`config.mk`:
```
export PLATFORM = sky130hd
export DESIGN_NAME = de_stage
export DESIGN_NICKNAME = d
export VERILOG_FILES = /design/src/rtl/de_stage.sv
export SDC_FILE = /design/constraint.sdc
export NUM_CORES = 1
export LEC_CHECK = 0
export BUFFER_PORTS_ARGS = -buffer_cell sky130_fd_sc_hd__buf_4
export CAP_MARGIN = 10
export CORE_MARGIN = 1.5
export CORE_UTILIZATION = 45
export DETAILED_ROUTE_END_ITERATION = 8
export PLACE_DENSITY = 0.82
export SYNTH_ARGS = -nofsm -noshare
export SYNTH_HDL_FRONTEND = slang
export SYNTH_SLANG_ARGS = --single-unit
export TNS_END_PERCENT = 30
```
`constraint.sdc`:
```
create_clock -name clk -period 5.7 [get_ports clk]
set_input_delay 0.285 -clock clk [delete_from_list [all_inputs] [get_ports clk]]
set_output_delay 0.285 -clock clk [all_outputs]
set_load 0.02 [all_outputs]
```
`src/rtl/de_stage.sv`:
```
// rtl/de_stage.sv - LC-3b decode stage: control-store addressing, scoreboard hazard check, AGEX latch (optional DE_PERF_CNT_EN counters)
module de_stage #(
  parameter int CS_WIDTH      = 23,
  parameter int CS_LD_REG_BIT = 22,
  parameter int SB_MAX        = 3
) (
  input  logic                clk,
  input  logic                rst,
  input  logic                de_valid_in,
  input  logic [15:0]         de_ir,
  input  logic [15:0]         de_npc,
  output logic [5:0]          cs_addr,
  input  logic [CS_WIDTH-1:0] cs_bits,
  input  logic                agex_stall,
  input  logic                flush,
  input  logic                sb_dec_valid,
  input  logic [2:0]          sb_dec_dr,
  output logic                de_stall,
  output logic                agex_valid,
  output logic [15:0]         agex_ir,
  output logic [15:0]         agex_npc,
  output logic [CS_WIDTH-1:0] agex_cs,
`ifdef DE_PERF_CNT_EN
  output logic [15:0]         perf_stall_cnt,
  output logic [15:0]         perf_bubble_cnt,
`endif
  output logic [2:0]          agex_dr
);

  localparam logic [1:0] SB_FULL = 2'(SB_MAX);

  logic [3:0] opcode;
  logic [2:0] dr;
  logic       writes_dr;
  logic       sr1_busy, sr2_busy, sr3_busy, dr_full;
  logic       hazard, issue;
  logic [1:0] sb_cnt [8];
  logic [7:0] sb_inc, sb_dec;

  assign opcode    = de_ir[15:12];
  assign cs_addr   = {de_ir[15:12], de_ir[11], de_ir[5]};
  assign dr        = (opcode == 4'b0100) ? 3'd7 : de_ir[11:9];
  assign writes_dr = cs_bits[CS_LD_REG_BIT];

  // Source checks are conservative: any field that might be a source is treated as one.
  assign sr1_busy = (sb_cnt[de_ir[8:6]] != 2'd0);
  assign sr2_busy = ~de_ir[5] & (sb_cnt[de_ir[2:0]] != 2'd0);
  assign sr3_busy = ((opcode == 4'b0011) | (opcode == 4'b0111)) & (sb_cnt[de_ir[11:9]] != 2'd0);
  assign dr_full  = writes_dr & (sb_cnt[dr] == SB_FULL);

  assign hazard   = de_valid_in & (sr1_busy | sr2_busy | sr3_busy | dr_full);
  assign de_stall = de_valid_in & (hazard | agex_stall) & ~flush;
  assign issue    = de_valid_in & ~hazard & ~agex_stall & ~flush;

  // Per-register increment/decrement requests for this cycle.
  always_comb begin
    sb_inc = '0;
    sb_dec = '0;
    for (int i = 0; i < 8; i++) begin
      sb_inc[i] = issue & writes_dr & (dr == 3'(i));
      sb_dec[i] = sb_dec_valid & (sb_dec_dr == 3'(i));
    end
  end

  // Pending-write scoreboard; simultaneous inc/dec on one register cancels, dec at zero holds.
  always_ff @(posedge clk or posedge rst) begin
    if (rst) begin
      for (int i = 0; i < 8; i++) sb_cnt[i] <= 2'd0;
    end else begin
      for (int i = 0; i < 8; i++) begin
        if (sb_inc[i] && !sb_dec[i])
          sb_cnt[i] <= sb_cnt[i] + 2'd1;
        else if (sb_dec[i] && !sb_inc[i] && sb_cnt[i] != 2'd0)
          sb_cnt[i] <= sb_cnt[i] - 2'd1;
      end
    end
  end

  // AGEX latch: flush beats stall, stall holds, otherwise issue or insert a bubble.
  always_ff @(posedge clk or posedge rst) begin
    if (rst) begin
      agex_valid <= 1'b0;
      agex_ir    <= '0;
      agex_npc   <= '0;
      agex_cs    <= '0;
      agex_dr    <= '0;
    end else if (flush) begin
      agex_valid <= 1'b0;
    end else if (agex_stall) begin
      agex_valid <= agex_valid;
    end else if (issue) begin
      agex_valid <= 1'b1;
      agex_ir    <= de_ir;
      agex_npc   <= de_npc;
      agex_cs    <= cs_bits;
      agex_dr    <= dr;
    end else begin
      agex_valid <= 1'b0;
    end
  end

`ifdef DE_PERF_CNT_EN
  logic hazard_bubble;
  assign hazard_bubble = de_valid_in & hazard & ~agex_stall & ~flush;

  // Saturating stall and hazard-bubble event counters.
  always_ff @(posedge clk or posedge rst) begin
    if (rst) begin
      perf_stall_cnt  <= '0;
      perf_bubble_cnt <= '0;
    end else begin
      if (de_stall && perf_stall_cnt != 16'hFFFF)
        perf_stall_cnt <= perf_stall_cnt + 16'd1;
      if (hazard_bubble && perf_bubble_cnt != 16'hFFFF)
        perf_bubble_cnt <= perf_bubble_cnt + 16'd1;
    end
  end
`endif

endmodule

```
# Word level (Yosys, flattened, before mapping)
# Index checks and enable logic that the tools add are counted.
[classes]
n_addsub = 16
n_mux = 32
n_bitwise = 39
n_eq_ne = 19
reduce_logical = 62
order_cmp = 4
[ops]
columns = ["cell", "n"]
rows = [
  ["two-way mux 2 bit", 24],
  ["nonzero test 2 bit", 19],
  ["bitwise AND 1 bit", 26],
  ["binary-select mux 2 bit (select 3 bit)", 4],
  ["== test 3 bit, second input constant", 8],
  ["logical AND 1 bit", 24],
  ["adder 2 x 1 -> 2 bit, second input constant", 8],
  [">= comparator 4 bit, second input constant", 4],
  ["zero test 1 bit", 16],
  ["inverter 3 -> 4 bit", 4],
  ["subtractor 2 x 1 -> 2 bit, second input constant", 8],
  ["== test 3 x 2 -> 1 bit, second input constant", 4],
  ["== test 4 x 3 -> 1 bit, second input constant", 2],
  ["== test 3 x 1 -> 1 bit, second input constant", 2],
  ["zero test 3 bit", 2],
  ["OR 1 bit", 5],
  ["== test 4 x 2 -> 1 bit, second input constant", 1],
  ["inverter 1 bit", 4],
  ["two-way mux 1 bit", 3],
  ["two-way mux 3 bit", 1],
  ["AND reduction 3 bit", 1],
  ["== test 2 bit, second input constant", 1],
  ["!= test 2 x 1 -> 1 bit, second input constant", 1],
]
[totals]
ff_bits = 75
out_inout_bits = 66
wordCells = 185

# Longest topological paths before layout
[logic_depth]
depth_word = 21
mapped_depth = 10
ltp_nobuf = 6

# Worst setup path after synthesis
# No wires, ideal clock.
[synth_path]
kind = "flip-flop to flip-flop"
startpoint = "reg sb_cnt[4] (netlist name)"
endpoint = "reg agex_cs[16]"
setup_slack_ns = 3.180
required_ns = 5.573
arrival_time_ns = 2.392
path_stages_with_launch = 10
path_buffers = 3
setup_time_ns = 0.127
cell_sequence = "dfrtp_1 > clkbuf_1 > or3b_1 > a21oi_1 > o21bai_1 > a2111o_1 > nor3_4 > buf_6 > buf_8 > mux2_1"
[synth_between]
elab_chain_len = 14
[synth_rtl]
columns = ["element", "line", "source"]
rows = [
  ["from (decl)", "37", "logic [1:0] sb_cnt [8];"],
  ["from (signal, indexed assignment)", "72", "sb_cnt[i] <= sb_cnt[i] + 2'd1;"],
  ["from (signal, indexed assignment)", "74", "sb_cnt[i] <= sb_cnt[i] - 2'd1;"],
  ["binary-select mux 2 bit (select 3 bit)", "47", "assign sr2_busy = ~de_ir[5] & (sb_cnt[de_ir[2:0]] != 2'd0);"],
  ["two-way mux 2 bit (not written as such) (2 in a row)", "47", ""],
  ["nonzero test 2 bit", "47", ""],
  ["bitwise AND 1 bit", "47", ""],
  ["OR 1 bit (2 in a row)", "51", "assign hazard = de_valid_in & (sr1_busy | sr2_busy | sr3_busy | dr_full);"],
  ["OR 1 bit *", "51", ""],
  ["bitwise AND 1 bit *", "51", ""],
  ["inverter 1 bit *", "53", "assign issue = de_valid_in & ~hazard & ~agex_stall & ~flush;"],
  ["bitwise AND 1 bit * (3 in a row)", "53", ""],
  ["AND reduction 3 bit (no line) *", "--", ""],
  ["to (signal assigned)", "95", "agex_cs <= cs_bits;"],
  ["to (decl)", "22", "output logic [CS_WIDTH-1:0] agex_cs,"],
]
# Mark *: on every way between the ends. The rest lies on a longest branch, timed or not. The select of a mux whose other input is x is not followed.
# A chain may end at the register's enable or synchronous reset.

# Worst setup path after layout
[layout_path]
startpoint = "reg sb_cnt[0] (netlist name)"
endpoint = "reg agex_ir[4]"
[layout_between]
elab_chain_len = 14
[layout_rtl]
columns = ["element", "line", "source"]
rows = [
  ["binary-select mux 2 bit (select 3 bit)", "47", ""],
  ["two-way mux 2 bit (not written as such) (2 in a row)", "47", ""],
  ["nonzero test 2 bit", "47", ""],
  ["bitwise AND 1 bit", "47", ""],
  ["OR 1 bit (2 in a row)", "51", ""],
  ["OR 1 bit *", "51", ""],
  ["bitwise AND 1 bit *", "51", ""],
  ["inverter 1 bit *", "53", ""],
  ["bitwise AND 1 bit * (3 in a row)", "53", ""],
  ["AND reduction 3 bit (no line) *", "--", ""],
  ["to (signal assigned)", "93", "agex_ir <= de_ir;"],
  ["to (decl)", "20", "output logic [15:0] agex_ir,"],
]
# Marks and branches as above.

==> qor.tcl <==
set qor(comb_power_share) 0.374
set qor(grt_usage) 0.232
set qor(cpPeakStageDelay_ns) 0.62
set qor(powerDensity_nw_per_um2) 373
set qor(worst_case_setup_slack_after_placement_ns) 1.84
set qor(die_x_um) 97.1
set qor(route.detailed.wl_per_inst_um) 18.1
set qor(hold_path_class) {input port to flip-flop}
set qor(dp.final_hpwl_um) 7980
set qor(std_cell_rows) 34
set qor(routabilityCongestion) 0.926
set qor(vdd_drop_max_uv) 253
set qor(clock_tree.buffer_depth) 2
set qor(holdBufCountCts) 0
set qor(netlist_area_um2) 3980
set qor(synthFlopType) {dfrtp_1}
set qor(rr_startpoint) {sb_cnt[0]}
set qor(critical_path.startpoint) {sb_cnt[0]}
set qor(clock-skew-final_ns) 0.0120
set qor(fp.dieH_um) 97.1
set qor(syn_inst) 363
set qor(numCtsBuffers) 9
set qor(critical_path.endpoint_type) {flip-flop}
set qor(p_int_w) 0.00124
set qor(hold_path_startpoint) {cs_bits[21]}
set qor(floorplan.initialDensity) 0.461
set qor(timing.critical_path.slowest_stage_cell) {nand4bb_1}
set qor(worstSetupPathType) {flip-flop to flip-flop}
set qor(worst-slew-pin-transition_ns) 0.934
set qor(critPathArrivalTime_ns) 3.64
set qor(final_min_period_over_clock_period) 0.597
set qor(antenna_violations_before_repair) 0
set qor(slew_violations) 0
set qor(post-route-min-period_ns) 3.40
set qor(die-area_um2) 9420
set qor(cts-root-buf) {clkbuf_8}
set qor(critPathLaunchType) {flip-flop}
set qor(synthesis.yosys.warnings) 0
set qor(ys_seq_elements) 75
set qor(avgViaCountPerCell) 5.90
set qor(drv_cap) 0
set qor(dominant_cell_by_count_in_the_synthesized_netlist) {dfrtp_1}
set qor(power.share.switching) 0.360
set qor(result_of_the_run) {finished, final reports clean}
set qor(report.final.setup_viol) 0
set qor(filler_cell_count) 709
set qor(drt_first_pass_iters) 5
set qor(insertion_delay_ns) 0.36
set qor(synth_seq_area_share) 0.471
set qor(synthDominantAreaCellType) {dfrtp_1}
set qor(rsz_0062_raised_after_global_routing) {no}
set qor(fin_ws_ns) 2.30
set qor(antenna_violating_nets_post_route) 0
set qor(cts_htree_levels) 3
set qor(first_pass_grt_wire_length_um) 17700
set qor(n_antenna_cell) 0
set qor(post_route_cells_drive_above_1_share) 0.430
set qor(p_leak_nw) 2.35
set qor(grt_start_max_net_pins) 76
set qor(share_clk_of_total_power) 0.221
set qor(areaGrowthSynthToFinish_pct) 30.2
set qor(synth.net_count) 427
set qor(routed_wirelength_um) 10700
set qor(worst-path-max-fanout) 23
set qor(place.port_buffers) 129
set qor(synth_enable_flop_cells) 0
set qor(whs_path_depth) 2
set qor(vias_in_the_first_global_route) 3548
set qor(grt.overflow.total) 0
set qor(detail_route.drc_violations) 0
set qor(ioPinCount) 130
set qor(cts_tree) {yes}
set qor(relative_contribution_of_sequential_cells_to_total_power) 0.405
set qor(async_set_or_reset_register_ratio_after_synthesis) 1.00
set qor(syn_avg_cell_area_um2) 11.0
set qor(required_ns) 5.94
set qor(coreArea_um2) 8640
set qor(design.final.nets) 545
set qor(synth_top_cell_area_share) 0.471
set qor(relSlewSlack) 0.361
set qor(yosysUniqueCellTypes) 55
set qor(post_cts_buffers) 0
set qor(path_clk_slew_ns) 0.08
set qor(tns_ns) 0
set qor(crit_chain) {nor2_1 > mux4_2 > nor2_2 > nand4bb_1 > nor3_4 > buf_16 > buf_4 > mux2_2}
set qor(cts_resized) 0
set qor(switchingPower_w) 0.000696
set qor(timing.final.hold_violations) 0
set qor(drtIter0Drc) 263
set qor(cts.sink_count) 75
set qor(timing.reg2reg.worst_path_depth) 8
set qor(synth.top_cells.by_area) {dfrtp_1 47%, mux2_2 14%, o2111ai_1 2.6%}
set qor(achievable-frequency_mhz) 294
set qor(route.vias.total) 3504
set qor(synth_commonest_cells) {75 x dfrtp_1, 49 x mux2_2, 25 x nand2_1, 25 x nor2_1, 12 x o2111ai_1}
[cell families after synthesis]
group / Yosys count / synth area share
mux: 60 / 0.175
simple gates: 133 / 0.194
compound gates: 57 / 0.108
buf+inv: 38 / 0.0518
flops: 75 / 0.471
[layout make-up]
class	count	area (µm²)	share of cell area
repair buffers	134	1030	0.198
flip-flops and latches	75	1880	0.362
multi-input cells	250	1900	0.366
inverters	11	41.3	0.00796
clock inverters	7	82.6	0.0159
clock buffers	9	124	0.0239
well taps	108	135	0.0261
[power by group through the flow]
stage               combinational, W  clock (W)  sequential [W]
finish                      0.000722   0.000428        0.000782
global route                0.000767   0.000458        0.000803
CTS                         0.000727   0.000437        0.000782
detailed placement          0.000726          0        0.000790
global placement            0.000706          0        0.000782
floorplan                   0.000226          0        0.000948
[routing by layer]
metal / share of wire / global-route usage / vias to the layer above / routed length, µm
li1: - / - / 1593 / -
met1: 0.39 / 0.292 / 1691 / 4160
met2: 0.49 / 0.369 / 200 / 5300
met3: 0.098 / 0.0727 / 20 / 1050
met4: 0.021 / 0.101 / 0 / 220
met5: 0 / 0 / - / 0
[final timing paths]
kind / to / slack [ns]
setup / recovery: agex_ir[4] / 2.30
min in group asynchronous: agex_npc[13] / 0.20
hold / removal: agex_cs[21] / 0.15
max in group asynchronous: agex_dr[1] / 4.86
setup reg to reg: agex_ir[4] / 2.30
hold reg to reg: agex_cs[21] / 0.50
[cell usage in the layout (no fill, tap or decap), drive strengths merged, types with 3 or more instances in the layout]
cell and count:
a211oi 3, a21oi 4, a31oi 6, and2 6
and3 4, buf 134, clkbuf 9, dfrtp 75
inv 15, mux2 56, nand2 25, nand2b 3
nand3 11, nand4 3, nor2 26, nor2b 7
nor3 10, nor3b 7, nor4 10, nor4b 7
nor4bb 3, o2111ai 12, o211ai 3, o21ai 8
o32ai 7
[worst max-delay path, delay by kind of cell, from the launching register on]
kind / cells / cell delay, ns
AND/OR/NAND/NOR: 4 / 1.61
multiplexers: 2 / 0.67
buffers and inverters: 2 / 0.51
flip-flops: 1 / 0.47
[through the flow]
stage | power [W] | std cells | utilization | instance area, µm² | hold WS (ns)
floorplan | 0.00117 | 363 | - | 3980 | 0.420
global placement | 0.00149 | 577 | 0.573 | 4950 | 0.476
detailed placement | 0.00152 | 577 | 0.573 | 4950 | 0.481
CTS | 0.00195 | 593 | 0.597 | 5160 | 0.135
global route | 0.00203 | 594 | 0.600 | 5180 | 0.136
finish | 0.00193 | 594 | 0.600 | 5180 | 0.150
[sequential cells by signal, indices dropped and copies added, names as in the netlist]
| signal | cells |
|---|---|
| agex_npc | 16 |
| agex_dr | 3 |
| agex_valid | 1 |
| agex_cs | 23 |
| agex_ir | 16 |
| sb_cnt | 16 |
No activity file was read; power rests on OpenSTA's default activity.
